**src/rtl/t_ff_pkg.sv**
```systemverilog
// Shared definitions for the T flip-flop bank: operating modes.
package t_ff_pkg;

  typedef enum logic [1:0] {
    MODE_HOLD   = 2'b00,
    MODE_TOGGLE = 2'b01,
    MODE_COUNT  = 2'b10,
    MODE_LOAD   = 2'b11
  } mode_t;

endpackage : t_ff_pkg

```
**src/rtl/t_ff_bank_if.sv**
```systemverilog
// Control/data bundle for t_ff_bank.
// Optional macro TFF_BANK_DOWN_EN adds the dn (count-down) signal.
interface t_ff_bank_if #(
  parameter int WIDTH = 8
);
  import t_ff_pkg::*;

  logic             en;
  mode_t            mode;
`ifdef TFF_BANK_DOWN_EN
  logic             dn;
`endif
  logic [WIDTH-1:0] t;
  logic [WIDTH-1:0] d;
  logic [WIDTH-1:0] q;
  logic             tc;

`ifdef TFF_BANK_DOWN_EN
  modport master (output en, mode, dn, t, d, input q, tc);
  modport slave  (input en, mode, dn, t, d, output q, tc);
`else
  modport master (output en, mode, t, d, input q, tc);
  modport slave  (input en, mode, t, d, output q, tc);
`endif

endinterface : t_ff_bank_if

```
**src/rtl/t_ff_cell.sv**
```systemverilog
// Single T flip-flop cell with synchronous parallel load.
// Load has priority over toggle; asynchronous active-low reset to RST_BIT.
module t_ff_cell #(
  parameter logic RST_BIT = 1'b0
) (
  input  logic clk,
  input  logic rst,
  input  logic t,
  input  logic ld,
  input  logic d,
  output logic q
);

  // State bit: reset, load, toggle or hold.
  // NOTE: sequential state uses non-blocking assignments so every flop samples pre-edge values.
  always_ff @(posedge clk or negedge rst) begin
    if (!rst)    q <= RST_BIT;
    else if (ld) q <= d;
    else if (t)  q <= ~q;
  end

endmodule : t_ff_cell

```
**src/rtl/t_ff_bank.sv**
```systemverilog
// WIDTH-bit bank of T flip-flops: hold, per-bit toggle, synchronous count
// built from T-cell toggle conditions, and parallel load. tc is a registered
// one-cycle pulse on the counting edge that wraps the bank.
// Optional macro TFF_BANK_DOWN_EN enables count-down through bus.dn.
module t_ff_bank
  import t_ff_pkg::*;
#(
  parameter int               WIDTH   = 8,
  parameter logic [WIDTH-1:0] RST_VAL = {WIDTH{1'b0}}
) (
  input  logic          clk,
  input  logic          rst,
  t_ff_bank_if.slave    bus
);

  logic [WIDTH-1:0] q_r;
  logic [WIDTH-1:0] chain;     // count toggle condition per cell
  logic [WIDTH-1:0] cell_t;
  logic             cell_ld;
  logic             wrap;      // all cells toggle: the count wraps this edge
  logic             tc_nxt;
  logic             tc_r;
  logic             count_dn;

`ifdef TFF_BANK_DOWN_EN
  assign count_dn = bus.dn;
`else
  assign count_dn = 1'b0;
`endif

  // Toggle chain: cell i toggles when all lower bits are 1 (up) or 0 (down).
  // NOTE: every always_comb output gets a default first so no latch is inferred.
  always_comb begin
    logic acc;
    chain = '0;
    acc   = 1'b1;
    for (int i = 0; i < WIDTH; i++) begin
      chain[i] = acc;
      acc      = acc & (q_r[i] ^ count_dn);
    end
    wrap = acc;
  end

  // Mode decode into per-cell toggle/load controls and the next tc value.
  always_comb begin
    cell_t  = '0;
    cell_ld = 1'b0;
    tc_nxt  = 1'b0;
    if (bus.en) begin
      case (bus.mode)
        MODE_TOGGLE: cell_t = bus.t;
        MODE_COUNT: begin
          cell_t = chain;
          tc_nxt = wrap;
        end
        MODE_LOAD:   cell_ld = 1'b1;
        default:     ;
      endcase
    end
  end

  // One T flip-flop per bit, each with its own reset value.
  for (genvar i = 0; i < WIDTH; i++) begin : g_cell
    t_ff_cell #(
      .RST_BIT (RST_VAL[i])
    ) u_cell (
      .clk (clk),
      .rst (rst),
      .t   (cell_t[i]),
      .ld  (cell_ld),
      .d   (bus.d[i]),
      .q   (q_r[i])
    );
  end

  // Terminal-count pulse register.
  always_ff @(posedge clk or negedge rst) begin
    if (!rst) tc_r <= 1'b0;
    else      tc_r <= tc_nxt;
  end

  assign bus.q  = q_r;
  assign bus.tc = tc_r;

endmodule : t_ff_bank

```
**src/flat_wrapper.sv**
```systemverilog
// flat-port wrapper written by rule: the top's interface ports become plain ports
module t_ff_bank_flat import t_ff_pkg::*;
#(
  parameter int               WIDTH   = 8,
  parameter logic [WIDTH-1:0] RST_VAL = {WIDTH{1'b0}}
)
  (clk, rst, bus_en, bus_mode, bus_t, bus_d, bus_q, bus_tc);
  t_ff_bank_if #(.WIDTH(WIDTH)) bus_i ();
  input  logic clk;
  input  logic rst;
  input wire logic [$bits(bus_i.en)-1:0] bus_en;
  input wire logic [$bits(bus_i.mode)-1:0] bus_mode;
  input wire logic [$bits(bus_i.t)-1:0] bus_t;
  input wire logic [$bits(bus_i.d)-1:0] bus_d;
  output wire logic [$bits(bus_i.q)-1:0] bus_q;
  output wire logic [$bits(bus_i.tc)-1:0] bus_tc;
  assign bus_i.en = bus_en;
  assign bus_i.mode = bus_mode;
  assign bus_i.t = bus_t;
  assign bus_i.d = bus_d;
  assign bus_q = bus_i.q;
  assign bus_tc = bus_i.tc;
  t_ff_bank #(.WIDTH(WIDTH), .RST_VAL(RST_VAL)) u_core (.clk(clk), .rst(rst), .bus(bus_i));
endmodule
```
**config.mk**
```make
export PLATFORM = sky130hd
export DESIGN_NAME = t_ff_bank_flat
export DESIGN_NICKNAME = d
export VERILOG_FILES = /design/src/rtl/t_ff_pkg.sv /design/src/rtl/t_ff_bank_if.sv /design/src/rtl/t_ff_cell.sv /design/src/rtl/t_ff_bank.sv /design/src/flat_wrapper.sv
export SDC_FILE = /design/constraint.sdc
export NUM_CORES = 1
export LEC_CHECK = 0
export CAP_MARGIN = 20
export CORE_MARGIN = 2
export CORE_UTILIZATION = 40
export DETAILED_ROUTE_END_ITERATION = 12
export GPL_ROUTABILITY_DRIVEN = 0
export PLACE_DENSITY = 0.8
export SYNTH_ARGS = -nofsm -noshare
export SYNTH_HDL_FRONTEND = slang
export SYNTH_SLANG_ARGS = --single-unit
```
**constraint.sdc**
```tcl
create_clock -name clk -period 1.67 [get_ports clk]
set_input_delay 0.334 -clock clk [delete_from_list [all_inputs] [get_ports clk]]
set_output_delay 0.334 -clock clk [all_outputs]
set_load 0.1 [all_outputs]
```
Yosys cells after proc, flatten, opt, wreduce, memory -nomap -nowiden
Index checks and enable logic that the tools add are counted.
{"block": "op_classes", "reduce_logical": 8, "addsub": 0, "mul": 0, "bitwise": 15, "n_shift": 0, "n_lt_le_gt_ge": 0, "div_mod_pow": 0, "muxes": 22, "n_eq_ne": 3}
{"operator": "two-way mux 1 bit", "count": 20}
{"operator": "one-hot mux 8 bit (2 select lines)", "count": 1}
{"operator": "nonzero test 2 bit", "count": 8}
{"operator": "two-way mux 8 bit", "count": 1}
{"operator": "NOT 1 bit", "count": 8}
{"operator": "AND 1 bit", "count": 7}
{"operator": "equality test 2 bit, second input constant", "count": 2}
{"operator": "equality test 2 x 1 -> 1 bit, second input constant", "count": 1}
{"block": "totals", "n_memories": 0, "out_inout_bits": 9, "regBits": 9, "word_cells": 57, "ramBits": 0, "inputBits": 21, "rom_bits": 0, "latch_bits": 0}

Longest topological paths before layout
{"block": "depth", "word_depth": 10, "depth_mapped": 7, "mapped_depth_nobuf": 6}

Hierarchy
A second synthesis with hierarchy kept.
{"block": "hier_totals", "cells_unflattened": 63, "hier_area_um2": 574.3}
{"module": "t_ff_cell", "cells_each": 4, "n_inst": 8, "area_each_um2": 42.5, "seq_area_each_um2": 25.0}
{"module": "t_ff_bank", "cells_each": 31, "n_inst": 1, "area_each_um2": 234.0, "seq_area_each_um2": 25.0}

Least setup slack after synthesis
OpenSTA, ideal clock, no wires.
{"block": "synth_path", "kind": "input-to-reg", "from": "in bus_mode[0]", "to": "reg u_core.g_cell[4].u_cell.q", "setup_slack_ns": 0.156, "t_required_ns": 1.588, "path_buffers": 1, "arrival_ns": 1.433, "path_stages": 6, "setup_ns": 0.082, "cell_sequence": "inv_1 -> ha_1 -> nand2b_1 -> clkbuf_1 -> or3_1 -> a31oi_1"}
{"block": "synth_via", "elab_chain_len": 4, "elab_cells_between_ends": 9, "classes_between": "eq/ne: 3; mux: 5; reduce/logical: 1"}
{"element": "start, declared", "line": "flat_wrapper.sv:12", "rtl": "input wire logic [$bits(bus_i.mode)-1:0] bus_mode;"}
{"element": "equality test 2 bit or equality test 2 x 1 -> 1 bit (tied branches)", "line": "t_ff_bank.sv:50", "rtl": "case (bus.mode)"}
{"element": "one-hot mux 8 bit (2 select lines) or two-way mux 1 bit (tied branches)", "line": "t_ff_bank.sv:50"}
{"element": "two-way mux 8 bit or two-way mux 1 bit (tied branches)", "line": "t_ff_bank.sv:49", "rtl": "if (bus.en) begin"}
{"element": "nonzero test 2 bit (no source line) or two-way mux 1 bit (tied branches)"}
{"element": "end signal, assigned", "line": "t_ff_cell.sv:19", "rtl": "else if (t) q <= ~q;"}
{"element": "end, declared", "line": "t_ff_cell.sv:11", "rtl": "output logic q"}
Parallel ways exist; a longest one is shown, timed or not.
A chain may end at the register's enable or synchronous reset.

Worst setup path in the final report
{"block": "layout_path", "from": "reg u_core.g_cell[1].u_cell.q", "to": "reg u_core.g_cell[6].u_cell.q"}
{"block": "layout_via", "elab_chain_len": 8}
{"element": "start, declared", "line": "t_ff_cell.sv:11"}
{"element": "start signal, assigned", "line": "t_ff_cell.sv:19"}
{"element": "AND 1 bit (5 in series)", "line": "t_ff_bank.sv:39", "rtl": "acc = acc & (q_r[i] ^ count_dn);"}
{"element": "one-hot mux 8 bit (2 select lines)", "line": "t_ff_bank.sv:50"}
{"element": "two-way mux 8 bit", "line": "t_ff_bank.sv:49"}
{"element": "nonzero test 2 bit (no source line)"}
{"element": "end signal, assigned", "line": "t_ff_cell.sv:19"}
{"element": "end, declared", "line": "t_ff_cell.sv:11"}
Every way passes these cells.

==> results_dict.tcl <==
set metrics [dict create \
    mostFrequentLayoutCells "18 x clkdlybuf4s50_1, 12 x buf_4, 10 x nor2_1" \
    grt_pass1_wl_um 2720 \
    n_fill_cell 103 \
    seq_area_um2 225 \
    r2r_start "u_core.g_cell[1].u_cell.q" \
    synth_ff_type "dfrtp_1" \
    vdd_drop_max_v 0.000718 \
    io_pins 30 \
    setup-violations-final 0 \
    numPortBuffers 29 \
    path_class "reg2reg" \
    timing.rr.end "u_core.g_cell[6].u_cell.q" \
    multi_input_area_um2 398 \
    cts-buffers-inserted 3 \
    dieArea_um2 2020 \
    hold_class "in2async" \
    grt_overflow_total 0 \
    ff2ff_path_depth 4 \
    postLayoutSetupSlackWorst_ps 197 \
    place_ws_ps -379 \
    cts_tree "built" \
    drt-vias-per-instance 5.30 \
    drc 0 \
    cts_max_level 1 \
    cts.reportedPaths.clkPinSlew_ps 70 \
    clk_latency_ps 270 \
    synth_edf_count 0 \
    initialDrtViolationCount 19 \
    cp_max_fo 4 \
    syn_to_final_growth_pct 72.9 \
    die_x_um 44.9 \
    core_area_um2 1540 \
    root_buffer "clkbuf_4" \
    grt_pass1_vias 622 \
    synth_area_um2 671 \
    status "finished, final reports clean" \
    slew_violations 0 \
    startpoint_type "register" \
    grt_use_total_pct 19.5 \
    hold_viol 0 \
    r2r_slack_ps 200 \
    grt_max_degree 10 \
    ys_warn_count 0 \
    top_layer "met4" \
    ys_ff_latch 9 \
    worstMarginPinSlew_ps 441 \
    wl_met2_um 953 \
    end_kind "register" \
    synth_cells 77 \
    layout_commonest_cell "clkdlybuf4s50_1" \
    rows 14 \
    syn_nets 101 \
    fin_nets 137 \
    dr.pass1.iters 4 \
    wl_met3_um 123 \
    hpwl_um 1380 \
    fin_total_pwr_uw 1580 \
    routed_wl_um 1790 \
    max_freq_mhz 679 \
    async_flop_share_pct 100 \
    holdWs_ps 368 \
    slew_headroom_pct 70.5 \
    ys_types 26 \
    drt.antenna.violating_nets 0 \
    fin_skew_ps 6.37 \
    layout-drive-gt1-share_pct 29.5 \
    final.period_utilization_pct 88.2 \
    p_per_area_nw_per_um2 1360 \
    p_leak_uw 0.000497 \
    drt-met1-wl_um 675 \
    ys_seq_area_share_pct 33.6 \
    critPathArrivalTime_ps 1670 \
    die_h_um 44.9 \
    cap_violations 0 \
    antenna_cells 0 \
    initial_core_util_pct 43.5 \
    rsz0062_at_grt "no" \
    min_period_ps 1470 \
    wire_per_inst_um 14.0 \
    clock-sinks 9 \
    crit_required_ps 1860 \
    synth.avg_cell_area_um2 8.71 \
    clock_path_buffers 2 \
    vias 679 \
    antenna_found_initial 0 \
]
-- power by group --
group / internal [µW] / total [µW] / switching [µW]
combinational: 398 / 998 / 600
sequential: 278 / 399 / 121
clock: 92.6 / 179 / 86.8
total: 768 / 1580 / 808
-- how the worst max path moves through the flow --
stage | startpoint | endpoint | slack, ps
after floorplan | bus_mode[0] | u_core.g_cell[4].u_cell.q | 160
after global placement | bus_mode[0] | u_core.g_cell[4].u_cell.q | -340
after detailed placement | bus_mode[0] | u_core.g_cell[6].u_cell.q | -380
after CTS | bus_mode[1] | u_core.g_cell[1].u_cell.q | -30
after global routing | u_core.g_cell[1].u_cell.q | u_core.g_cell[6].u_cell.q | 160
final | u_core.g_cell[1].u_cell.q | u_core.g_cell[6].u_cell.q | 200
-- synthesized netlist by cell type (3+ instances only) --
master	count	area, µm²
nor2_1	10	37.5
xnor2_1	5	43.8
buf_4	8	60.1
a31oi_1	3	18.8
inv_1	4	15.0
ha_1	3	37.5
nand2_1	6	22.5
dfrtp_1	9	225
a21oi_1	6	30.0
-- flip-flops by register name, indices dropped and copies added, names as in the netlist --
| register | count |
|---|---|
| u_core.g_cell.u_cell.q | 8 |
| u_core.bus.tc | 1 |
-- critical path, cell delays in order (launching register included) --
cell and delay [ps]:
dfrtp_1 510, nand4_4 170, o2bb2a_4 250, or3_1 310, a31oi_1 160
-- through the flow --
step | std cells | setup TNS, ps | util (%) | cell area, µm²
floorplan | 77 | 0 | - | 671
detailed placement | 123 | -2630 | 70.5 | 1090
global route | 128 | 0 | 75.2 | 1160
global placement | 123 | -2280 | 70.5 | 1090
finish | 128 | 0 | 75.2 | 1160
CTS | 127 | -52.7 | 73.0 | 1120
-- cell families (layout without fill, tap and decap cells) --
group / Yosys count / after routing / share of synthesized area, %
AOI/OAI and AO/OA: 19 / 19 / 20.7
and+or+nand+nor: 27 / 27 / 21.3
buffers and inverters: 14 / 49 / 12.3
DFF: 9 / 9 / 33.6
xor gates and xnor gates: 5 / 5 / 6.53
adders and majority gates: 3 / 3 / 5.60
-- cell type report --
cell class	count	share of cell area, %
timing repair buffer	41	41.0
sequential	9	19.4
tap	16	1.73
inverter	4	1.29
multi-input combinational	54	34.3
clock buffer	4	2.27
-- layer usage --
metal	GRT usage [%]	vias up
li1	-	332
met1	20.6	311
met4	10.6	0
met5	0	-
met3	4.40	5
met2	35.1	31
-- what timing repair did --
| action | CTS | global route |
|---|---|---|
| hold buffers | 0 | 0 |
| setup endpoints to repair | 7 | 8 |
| hold endpoints to repair | 0 | 0 |
| buffers inserted | 0 | 1 |
| resized for setup | 4 | 6 |
| pin swaps | 0 | 1 |
Power figures use the tool's default switching activity.
